==> config.mk <==
export PLATFORM = sky130hd
export DESIGN_NAME = drop_slot_allocator
export DESIGN_NICKNAME = d
export VERILOG_FILES = /design/src/rtl/connect4_pkg.sv /design/src/rtl/move_history_lifo.sv /design/src/rtl/drop_slot_allocator.sv
export SDC_FILE = /design/constraint.sdc
export NUM_CORES = 1
export LEC_CHECK = 0
export ABC_AREA = 1
export CAP_MARGIN = 20
export CORE_MARGIN = 3
export CORE_UTILIZATION = 45
export CTS_BUF_LIST = sky130_fd_sc_hd__clkbuf_8 sky130_fd_sc_hd__clkbuf_16
export CTS_CLUSTER_SIZE = 16
export DETAILED_ROUTE_END_ITERATION = 8
export PLACE_DENSITY = 0.73
export SYNTH_ARGS = -nofsm -noshare
export SYNTH_HDL_FRONTEND = slang
export SYNTH_SLANG_ARGS = --single-unit
==> constraint.sdc <==
create_clock -name clk -period 2.59 [get_ports clk]
set_clock_uncertainty 0.05 [all_clocks]
set_input_delay 0.518 -clock clk [delete_from_list [all_inputs] [get_ports clk]]
set_output_delay 0.518 -clock clk [all_outputs]
set_load 0.02 [all_outputs]
==> src/rtl/connect4_pkg.sv <==
// Shared types and board-size defaults for the drop-slot allocator.
// Latency: n/a (types, constants and a pure helper function only).
// Backpressure: n/a.
package connect4_pkg;

   // Response code returned with every accepted drop request
   typedef enum logic [1:0] {
      ERR_NONE   = 2'd0,
      ERR_FULL   = 2'd1,
      ERR_BADSEL = 2'd2
   } resp_err_t;

   localparam int DEF_NUM_COLS = 4;
   localparam int DEF_NUM_ROWS = 4;

   // Linear slot index, row-major with row 0 at the bottom
   function automatic int slot_index(input int row, input int col, input int num_cols);
      return row * num_cols + col;
   endfunction

endpackage

==> src/rtl/move_history_lifo.sv <==
// Move-history stack: remembers the column of each successful drop so it can be undone.
// Latency: push/pop take effect at the clock edge; data shows the current top combinationally.
// Backpressure: push is ignored when full, pop is ignored when empty; clear empties the stack.
module move_history_lifo #(
   parameter  int DEPTH  = 16,
   parameter  int DATA_W = 2,
   localparam int ADDR_W = $clog2(DEPTH),
   localparam int CNT_W  = $clog2(DEPTH + 1)
) (
   input  logic              clk,
   input  logic              rst_n,
   input  logic              clear,
   input  logic              push,
   input  logic [DATA_W-1:0] push_data,
   input  logic              pop,
   output logic              empty,
   output logic              full,
   output logic [DATA_W-1:0] data
);

   logic [DATA_W-1:0] mem [DEPTH];
   logic [CNT_W-1:0]  cnt;

   assign empty = (cnt == '0);
   assign full  = (cnt == CNT_W'(DEPTH));
   assign data  = mem[ADDR_W'(cnt - 1'b1)];

   // Occupancy: clear wins, then push, then pop
   always_ff @(posedge clk or negedge rst_n) begin
      if (!rst_n) begin
         cnt <= '0;
      end else if (clear) begin
         cnt <= '0;
      end else if (push && !full) begin
         cnt <= cnt + 1'b1;
      end else if (pop && !empty) begin
         cnt <= cnt - 1'b1;
      end
   end

   // Storage needs no reset: entries above the count are never read
   always_ff @(posedge clk) begin
      if (push && !full && !clear) begin
         mem[ADDR_W'(cnt)] <= push_data;
      end
   end

endmodule

==> src/rtl/drop_slot_allocator.sv <==
// Column-drop slot allocator; optional undo history under macro DROP_UNDO_EN.
// Latency: one cycle from accepted request (or undo) to resp_valid (or undo_ack).
// Backpressure: req_ready is low only while clear is high; requests then are dropped.
module drop_slot_allocator
   import connect4_pkg::*;
#(
   parameter  int NUM_COLS = DEF_NUM_COLS,
   parameter  int NUM_ROWS = DEF_NUM_ROWS,
   localparam int POS_W    = $clog2(NUM_COLS * NUM_ROWS),
   localparam int ROW_W    = $clog2(NUM_ROWS),
   localparam int HGT_W    = $clog2(NUM_ROWS + 1)
) (
   input  logic                clk,
   input  logic                rst_n,
   input  logic                clear,
   input  logic                req_valid,
   output logic                req_ready,
   input  logic [NUM_COLS-1:0] req_column,
   output logic                resp_valid,
   output logic [POS_W-1:0]    resp_position,
   output logic [ROW_W-1:0]    resp_row,
   output logic [1:0]          resp_err,
   output logic [NUM_COLS-1:0] col_full,
`ifdef DROP_UNDO_EN
   input  logic                undo_req,
   output logic                undo_ack,
`endif
   output logic                board_full
);

   localparam int COL_W = $clog2(NUM_COLS);

   logic [HGT_W-1:0] height [NUM_COLS];
   logic             accept;
   logic             any_zero;
   logic             multi_zero;
   logic             sel_ok;
   logic [COL_W-1:0] sel_col;
   logic [HGT_W-1:0] sel_h;
   logic [POS_W-1:0] drop_pos;

   assign req_ready = ~clear;
   assign accept    = req_valid & req_ready;

   // Active-low one-hot decode: remember the zero bit and whether there was more than one
   always_comb begin
      any_zero   = 1'b0;
      multi_zero = 1'b0;
      sel_col    = '0;
      for (int c = 0; c < NUM_COLS; c++) begin
         if (!req_column[c]) begin
            if (any_zero) multi_zero = 1'b1;
            any_zero = 1'b1;
            sel_col  = COL_W'(c);
         end
      end
   end

   assign sel_ok   = any_zero & ~multi_zero;
   assign sel_h    = height[sel_col];
   assign drop_pos = POS_W'(slot_index(int'(sel_h), int'(sel_col), NUM_COLS));

   // Full flags decoded straight from the height registers
   always_comb begin
      col_full = '0;
      for (int c = 0; c < NUM_COLS; c++) begin
         col_full[c] = (height[c] == HGT_W'(NUM_ROWS));
      end
   end

   assign board_full = &col_full;

`ifdef DROP_UNDO_EN
   logic             drop_ok;
   logic             undo_go;
   logic             hist_empty;
   logic             hist_full;
   logic [COL_W-1:0] undo_col;
   logic [HGT_W-1:0] undo_h;
   logic [POS_W-1:0] undo_pos;

   // A drop in the same cycle always wins over an undo
   assign drop_ok  = accept & sel_ok & ~col_full[sel_col];
   assign undo_go  = undo_req & ~accept & ~clear & ~hist_empty;
   assign undo_h   = height[undo_col] - 1'b1;
   assign undo_pos = POS_W'(slot_index(int'(undo_h), int'(undo_col), NUM_COLS));

   move_history_lifo #(
      .DEPTH  (NUM_COLS * NUM_ROWS),
      .DATA_W (COL_W)
   ) u_move_history_lifo (
      .clk       (clk),
      .rst_n     (rst_n),
      .clear     (clear),
      .push      (drop_ok & ~hist_full),
      .push_data (sel_col),
      .pop       (undo_go),
      .empty     (hist_empty),
      .full      (hist_full),
      .data      (undo_col)
   );
`endif

   // Column heights and registered response; clear beats request, request beats undo
   always_ff @(posedge clk or negedge rst_n) begin
      if (!rst_n) begin
         for (int c = 0; c < NUM_COLS; c++) height[c] <= '0;
         resp_valid    <= 1'b0;
         resp_position <= '0;
         resp_row      <= '0;
         resp_err      <= ERR_NONE;
`ifdef DROP_UNDO_EN
         undo_ack      <= 1'b0;
`endif
      end else begin
         resp_valid <= 1'b0;
`ifdef DROP_UNDO_EN
         undo_ack   <= 1'b0;
`endif
         if (clear) begin
            for (int c = 0; c < NUM_COLS; c++) height[c] <= '0;
         end else if (accept) begin
            resp_valid <= 1'b1;
            if (!sel_ok) begin
               resp_position <= '0;
               resp_row      <= '0;
               resp_err      <= ERR_BADSEL;
            end else if (col_full[sel_col]) begin
               resp_position <= '0;
               resp_row      <= '0;
               resp_err      <= ERR_FULL;
            end else begin
               resp_position   <= drop_pos;
               resp_row        <= ROW_W'(sel_h);
               resp_err        <= ERR_NONE;
               height[sel_col] <= sel_h + 1'b1;
            end
         end
`ifdef DROP_UNDO_EN
         else if (undo_go) begin
            undo_ack         <= 1'b1;
            resp_position    <= undo_pos;
            resp_row         <= ROW_W'(undo_h);
            resp_err         <= ERR_NONE;
            height[undo_col] <= undo_h;
         end
`endif
      end
   end

endmodule

==> run metrics, run 1 <==
mapped cell area 0.00117 mm2; Die Footprint 0.00324 mm2; setup slack, reg-to-reg 1000 ps; busiest grt layer met2; worst rel slew slack 0.789; Total GRT Usage 0.200; first-pass iteration count of the detailed router 4; mux cell area share after synthesis 0; total wire length 3000 um; Placed Area 0.00144 mm2; remaining antenna violation count 0; setup repair bufs after CTS 0; I/O Buffers 22; Pleak 0.819 nW; commonest non-fill, non-tap cells in the layout nand2_1, nand3_1, clkdlybuf4s50_1; Power per Cell Area 449 mW/mm2; Crit Path Max Fanout 3; Bufs on Longest Clock Path 2; HPWL after DPL 2340 um; CP Launch Type register; Residual DRC 0; design area 0.00149 mm2; routed len/inst 13.2 um; CTS Buf Count 3; fin crit share 0.948; Compound-Gate Fraction of Synth Area 0.0353; hold wc startpoint resp_position[1]$_DFFE_PN0P_; gr ovfl total 0; proportion of layout cells with a drive suffix above 1 0.0905; max-slew violation count 0; largest family of logic cells by synthesized area simple AND/OR/NAND/NOR gates; unrepaired setup endpoints after global routing false; RR Endpoint height[1]$_DFFE_PN0P_; CTS tree built; post-synthesis adder-cell area fraction 0.0107; min Tclk post-route 2450 ps; Die H 57.0 um; commonest non-fill, non-tap cell in the layout nand2_1; Synth cell types 21; Starting Density 0.499; IO Count 23; Max Cap Violations 0; Worst Path Arrival 1890 ps; met2 Resource Use GR 0.347; CTS Root Cell clkbuf_8; Mean Syn Cell Area 6.83 um2; Std-Cell Rows 17; initial antenna violation count 0; Syn Inst Count 171; critical path's slowest cell clkdlybuf4s50_1; met3 Usage GRT 0.0317; hold violation total from the final report 0; # hold bufs at CTS 0; sequential-to-total area share from yosys stat 0.407; synthesized flop and latch total 19; net count after synthesis 180; final setup fails 0; core footprint 0.00234 mm2; met1 Usage GRT 0.249; Max Freq 407 MHz; vias 1199; first-pass GRT wire length 5110 um; yosys warns 0; gpl congestion 0.936; crit path kind register to output pin; 1st-iter DRT viols 50; largest net degree at the start of global routing 20; CP required 2020 ps; clk sinks 19; worst hold path class register to register; Synth Area in Simple Gates 0.454; crit path cell chain nor2_1, nand2_1, nor4_1, clkdlybuf4s50_1; Layout area overhead 27.3%; R2R Path Start height[4]$_DFFE_PN0P_; Reg clk slew, reported paths 70 ps; Die W 57.0 um; Max H-tree Level 1; Setup TNS 0 ps; worst vdd ir 308 uV; CP peak stage delay 670 ps; diode count 0; vias in the first global route 1165; Synth Area in XOR/XNOR 0; Hold Crit Endpoint resp_position[1]$_DFFE_PN0P_; Final Total Pwr 0.668 mW; nets@finish 209; hold depth 2; status finished, final reports clean; depth of the most critical reg-to-reg path 9; post-CTS sizing 0; vias per cell 5.28; worst-skew pair later-pin latency 250 ps; slew at the pin closest to its max-slew limit 313 ps; Worst setup EP type output pin
## flip-flops by register name, indices dropped and copies added, names as in the netlist
| signal | flops |
|---|---|
| height | 12 |
| resp_err | 2 |
| resp_position | 4 |
| resp_valid | 1 |
## how the worst max path moves through the flow
stage	from	slack, ps	cells past startpoint	to
6_report	height[7]$_DFFE_PN0P_	140	4	board_full
5_1_grt	height[10]$_DFFE_PN0P_	80	4	board_full
4_1_cts	height[7]$_DFFE_PN0P_	160	4	board_full
3_5_place_dp	req_column[2]	90	10	height[1]$_DFFE_PN0P_
3_3_place_gp	req_column[2]	140	11	height[2]$_DFFE_PN0P_
2_1_floorplan	height[10]$_DFFE_PN0P_	750	3	board_full
## Yosys cell counts
| cell | count | share of area |
|---|---|---|
| inv_1 | 17 | 0.055 |
| clkinv_1 | 2 | 0.0064 |
| o22a_1 | 1 | 0.0075 |
| nand2_1 | 59 | 0.19 |
| o21ai_0 | 4 | 0.017 |
| inv_2 | 3 | 0.0096 |
| ha_1 | 1 | 0.011 |
| nand3_1 | 27 | 0.12 |
| o21a_1 | 1 | 0.0064 |
| nor2_4 | 2 | 0.019 |
| nand4_2 | 1 | 0.011 |
| nor2_2 | 2 | 0.011 |
| nor2_1 | 19 | 0.061 |
| nor4_1 | 1 | 0.0054 |
| nand3b_1 | 1 | 0.0064 |
| nand4_1 | 5 | 0.027 |
| nand3_2 | 1 | 0.0086 |
| a21oi_1 | 1 | 0.0043 |
| clkbuf_1 | 1 | 0.0032 |
| dfrtp_1 | 19 | 0.41 |
| buf_4 | 3 | 0.019 |
## per-layer routing
layer | wire length (um) | part of all wire
met1 | 1230 | 0.41
met2 | 1490 | 0.50
met3 | 240 | 0.080
met4 | 41 | 0.014
met5 | 0 | 0
## report_power, final
| group | total [mW] | switching [mW] | internal [mW] |
|---|---|---|---|
| Sequential | 0.316 | 0.00736 | 0.309 |
| Combinational | 0.147 | 0.0869 | 0.0597 |
| Clock | 0.205 | 0.0996 | 0.105 |
## cell type report
cell class,count,area (um2)
clock buffers,3,41.3
clock inverters,1,3.75
fillers,204,852
inverters,22,82.6
multi-input cells,126,584
flip-flops and latches,19,475
well taps,28,35.0
repair buffers,28,265
## stage by stage
step                      cells  worst slack [ps]   util  hold slack, ps
after detailed placement    223              85.9  0.617             419
after global routing        227              83.1  0.636             449
final                       227               135  0.636             441
after CTS                   227               156  0.636             439
after global placement      223               140  0.617             411
after floorplan             171               752      -             172
## worst max-delay path, delay by kind of cell, from the launching register on
| kind | cells | cell delay (ps) |
|---|---|---|
| buffers and inverters | 1 | 670 |
| and+or+nand+nor | 3 | 550 |
| DFF | 1 | 410 |
## cell families (layout without fill, tap and decap cells)
logic type / after synthesis / after routing
adders and majority gates: 1 / 1
buffers and inverters: 26 / 54
AOI/OAI and AO/OA: 7 / 7
DFF: 19 / 19
and+or+nand+nor: 118 / 118
(Power assumes the default switching activity.)
==> run 2, diff against run 1 <==
CAP_MARGIN = unset   (was 20)
==> results of run 2 <==
The final DEF is identical to that of run 1; final timing and power are the same.
==> RTL change: new RTL, flow settings as in run 2 <==
Add a define of `DROP_UNDO_EN`.
--- a/src/rtl/drop_slot_allocator.sv
+++ b/src/rtl/drop_slot_allocator.sv
@@ -3,2 +3,4 @@
 // Backpressure: req_ready is low only while clear is high; requests then are dropped.
+`define DROP_UNDO_EN
+
 module drop_slot_allocator
Ports: changed (added undo_ack and undo_req); port bits go from 23 to 25. The function was not compared with the original's and may differ.
==> RTL change against run 2 <==
- the flow now finishes with violations (negative setup slack)
- sequential share of layout area is 1.3 points higher
- sequential cell count rose by 38
- synthesized area increased to 2.8 times the old value
- count of clock-buffer cells in the layout rose by 6
- cell area grew to 3.2 times the old value
- total power rose to 7.3 times the old value
- wire length grew to 3.4 times the old value
- via count grew to 2.8 times the old value
- worst setup slack got worse by 0.26 ns
- register-to-register slack worse by 1.1 ns
- non-clock buffer count is 72 higher
- sequential power grew to 3.9 times the old value
- cell count rose to 2.7 times the old value
- largest cell class unchanged
==> RTL change: results (changes against run 2) <==
Outcome
  – Status: complete, but fails checks
  – Failing checks: negative setup slack

Place
  – Dpl cells: 594 (+170%)
  – Placer Congestion: 1.000 (+6.9%)

GRT
  – Largest net degree at the start of global routing: 26 (+30%)
  – First-pass GRT wire length: 15870 um (+210%)

Critical path
  – Slowest cell on crit path: dfrtp_1
  – Cells on worst reg2reg path: 16 (+7)
  – Largest stage delay, worst path: 0.41 ns (-0.26 ns)

Logic synthesis
  – Yosys reg bits: 57 (+38)
  – Synth Area per Inst: 7.878 um2 (+15%)
  – Synth top cells by count: 96 x nand2_1, 61 x nor2_1, 44 x inv_1
  – Compound-cell area share of the yosys netlist: 11.40% (+7.9 points)
  – Synth Area in Adders: 2.258% (+1.2 points)
  – Syn nets: 437 (+140%)
  – Ranking of synthesized cells by area: edfxtp_1 29%, dfrtp_1 19%, nand2_1 11%

Pwr
  – Sw Ratio: 43.38% (+14 points)
  – P_leak: 2.118 nW (+160%)
  – Total power: 4.885 mW (+630%)
  – Max rail drop VDD: 0.4818 mV (+57%)

Timing
  – Final Setup Violations: 5 (+5)
  – Final worst slack: -0.1207 ns (-0.2557 ns)

Final layout
  – Filler cells: 543 (+170%)
  – Share of cell area taken by multi-input logic gates: 38.07% (-1.2 points)
  – #MultiIn Comb: 300 (+140%)

Clock network
  – Resize count post-CTS: 27 (+27)
  – Num CTS Buffers: 9 (+6)
  – Postcts setup bufs: 9 (+9)

Floorplan
  – Die ar.: 8455 um2 (+160%)

Routing
  – First DRT Iteration DRCs: 295 (+490%)
## RTL change: metal layers
| layer | track usage (%) | vias up | share of wire [%] |
|---|---|---|---|
| li1 | - | 1592 | - |
| met1 | 32.77 | 1616 | 43 |
| met2 | 38.81 | 173 | 48 |
| met3 | 4.430 | 29 | 7.0 |
| met4 | 10.40 | 0 | 2.4 |
| met5 | 0 | - | 0 |
## RTL change: path summary, 6_finish.rpt
kind	endpoint	slack [ns]
setup reg to reg	height[10]$_DFFE_PN0P_	-0.12
max in group asynchronous	height[3]$_DFFE_PN0P_	1.72
min in group asynchronous	resp_err[0]$_DFFE_PN0P_	0.50
hold / removal	resp_err[1]$_DFFE_PN0P_	0.42
setup / recovery	height[10]$_DFFE_PN0P_	-0.12
hold reg to reg	resp_err[1]$_DFFE_PN0P_	0.42
## RTL change: tightest hold or removal path, stage by stage, from the launching register on
cell and delay [ns]:
dfrtp_1 0.34, nand2_1 0.05, nand2_1 0.04
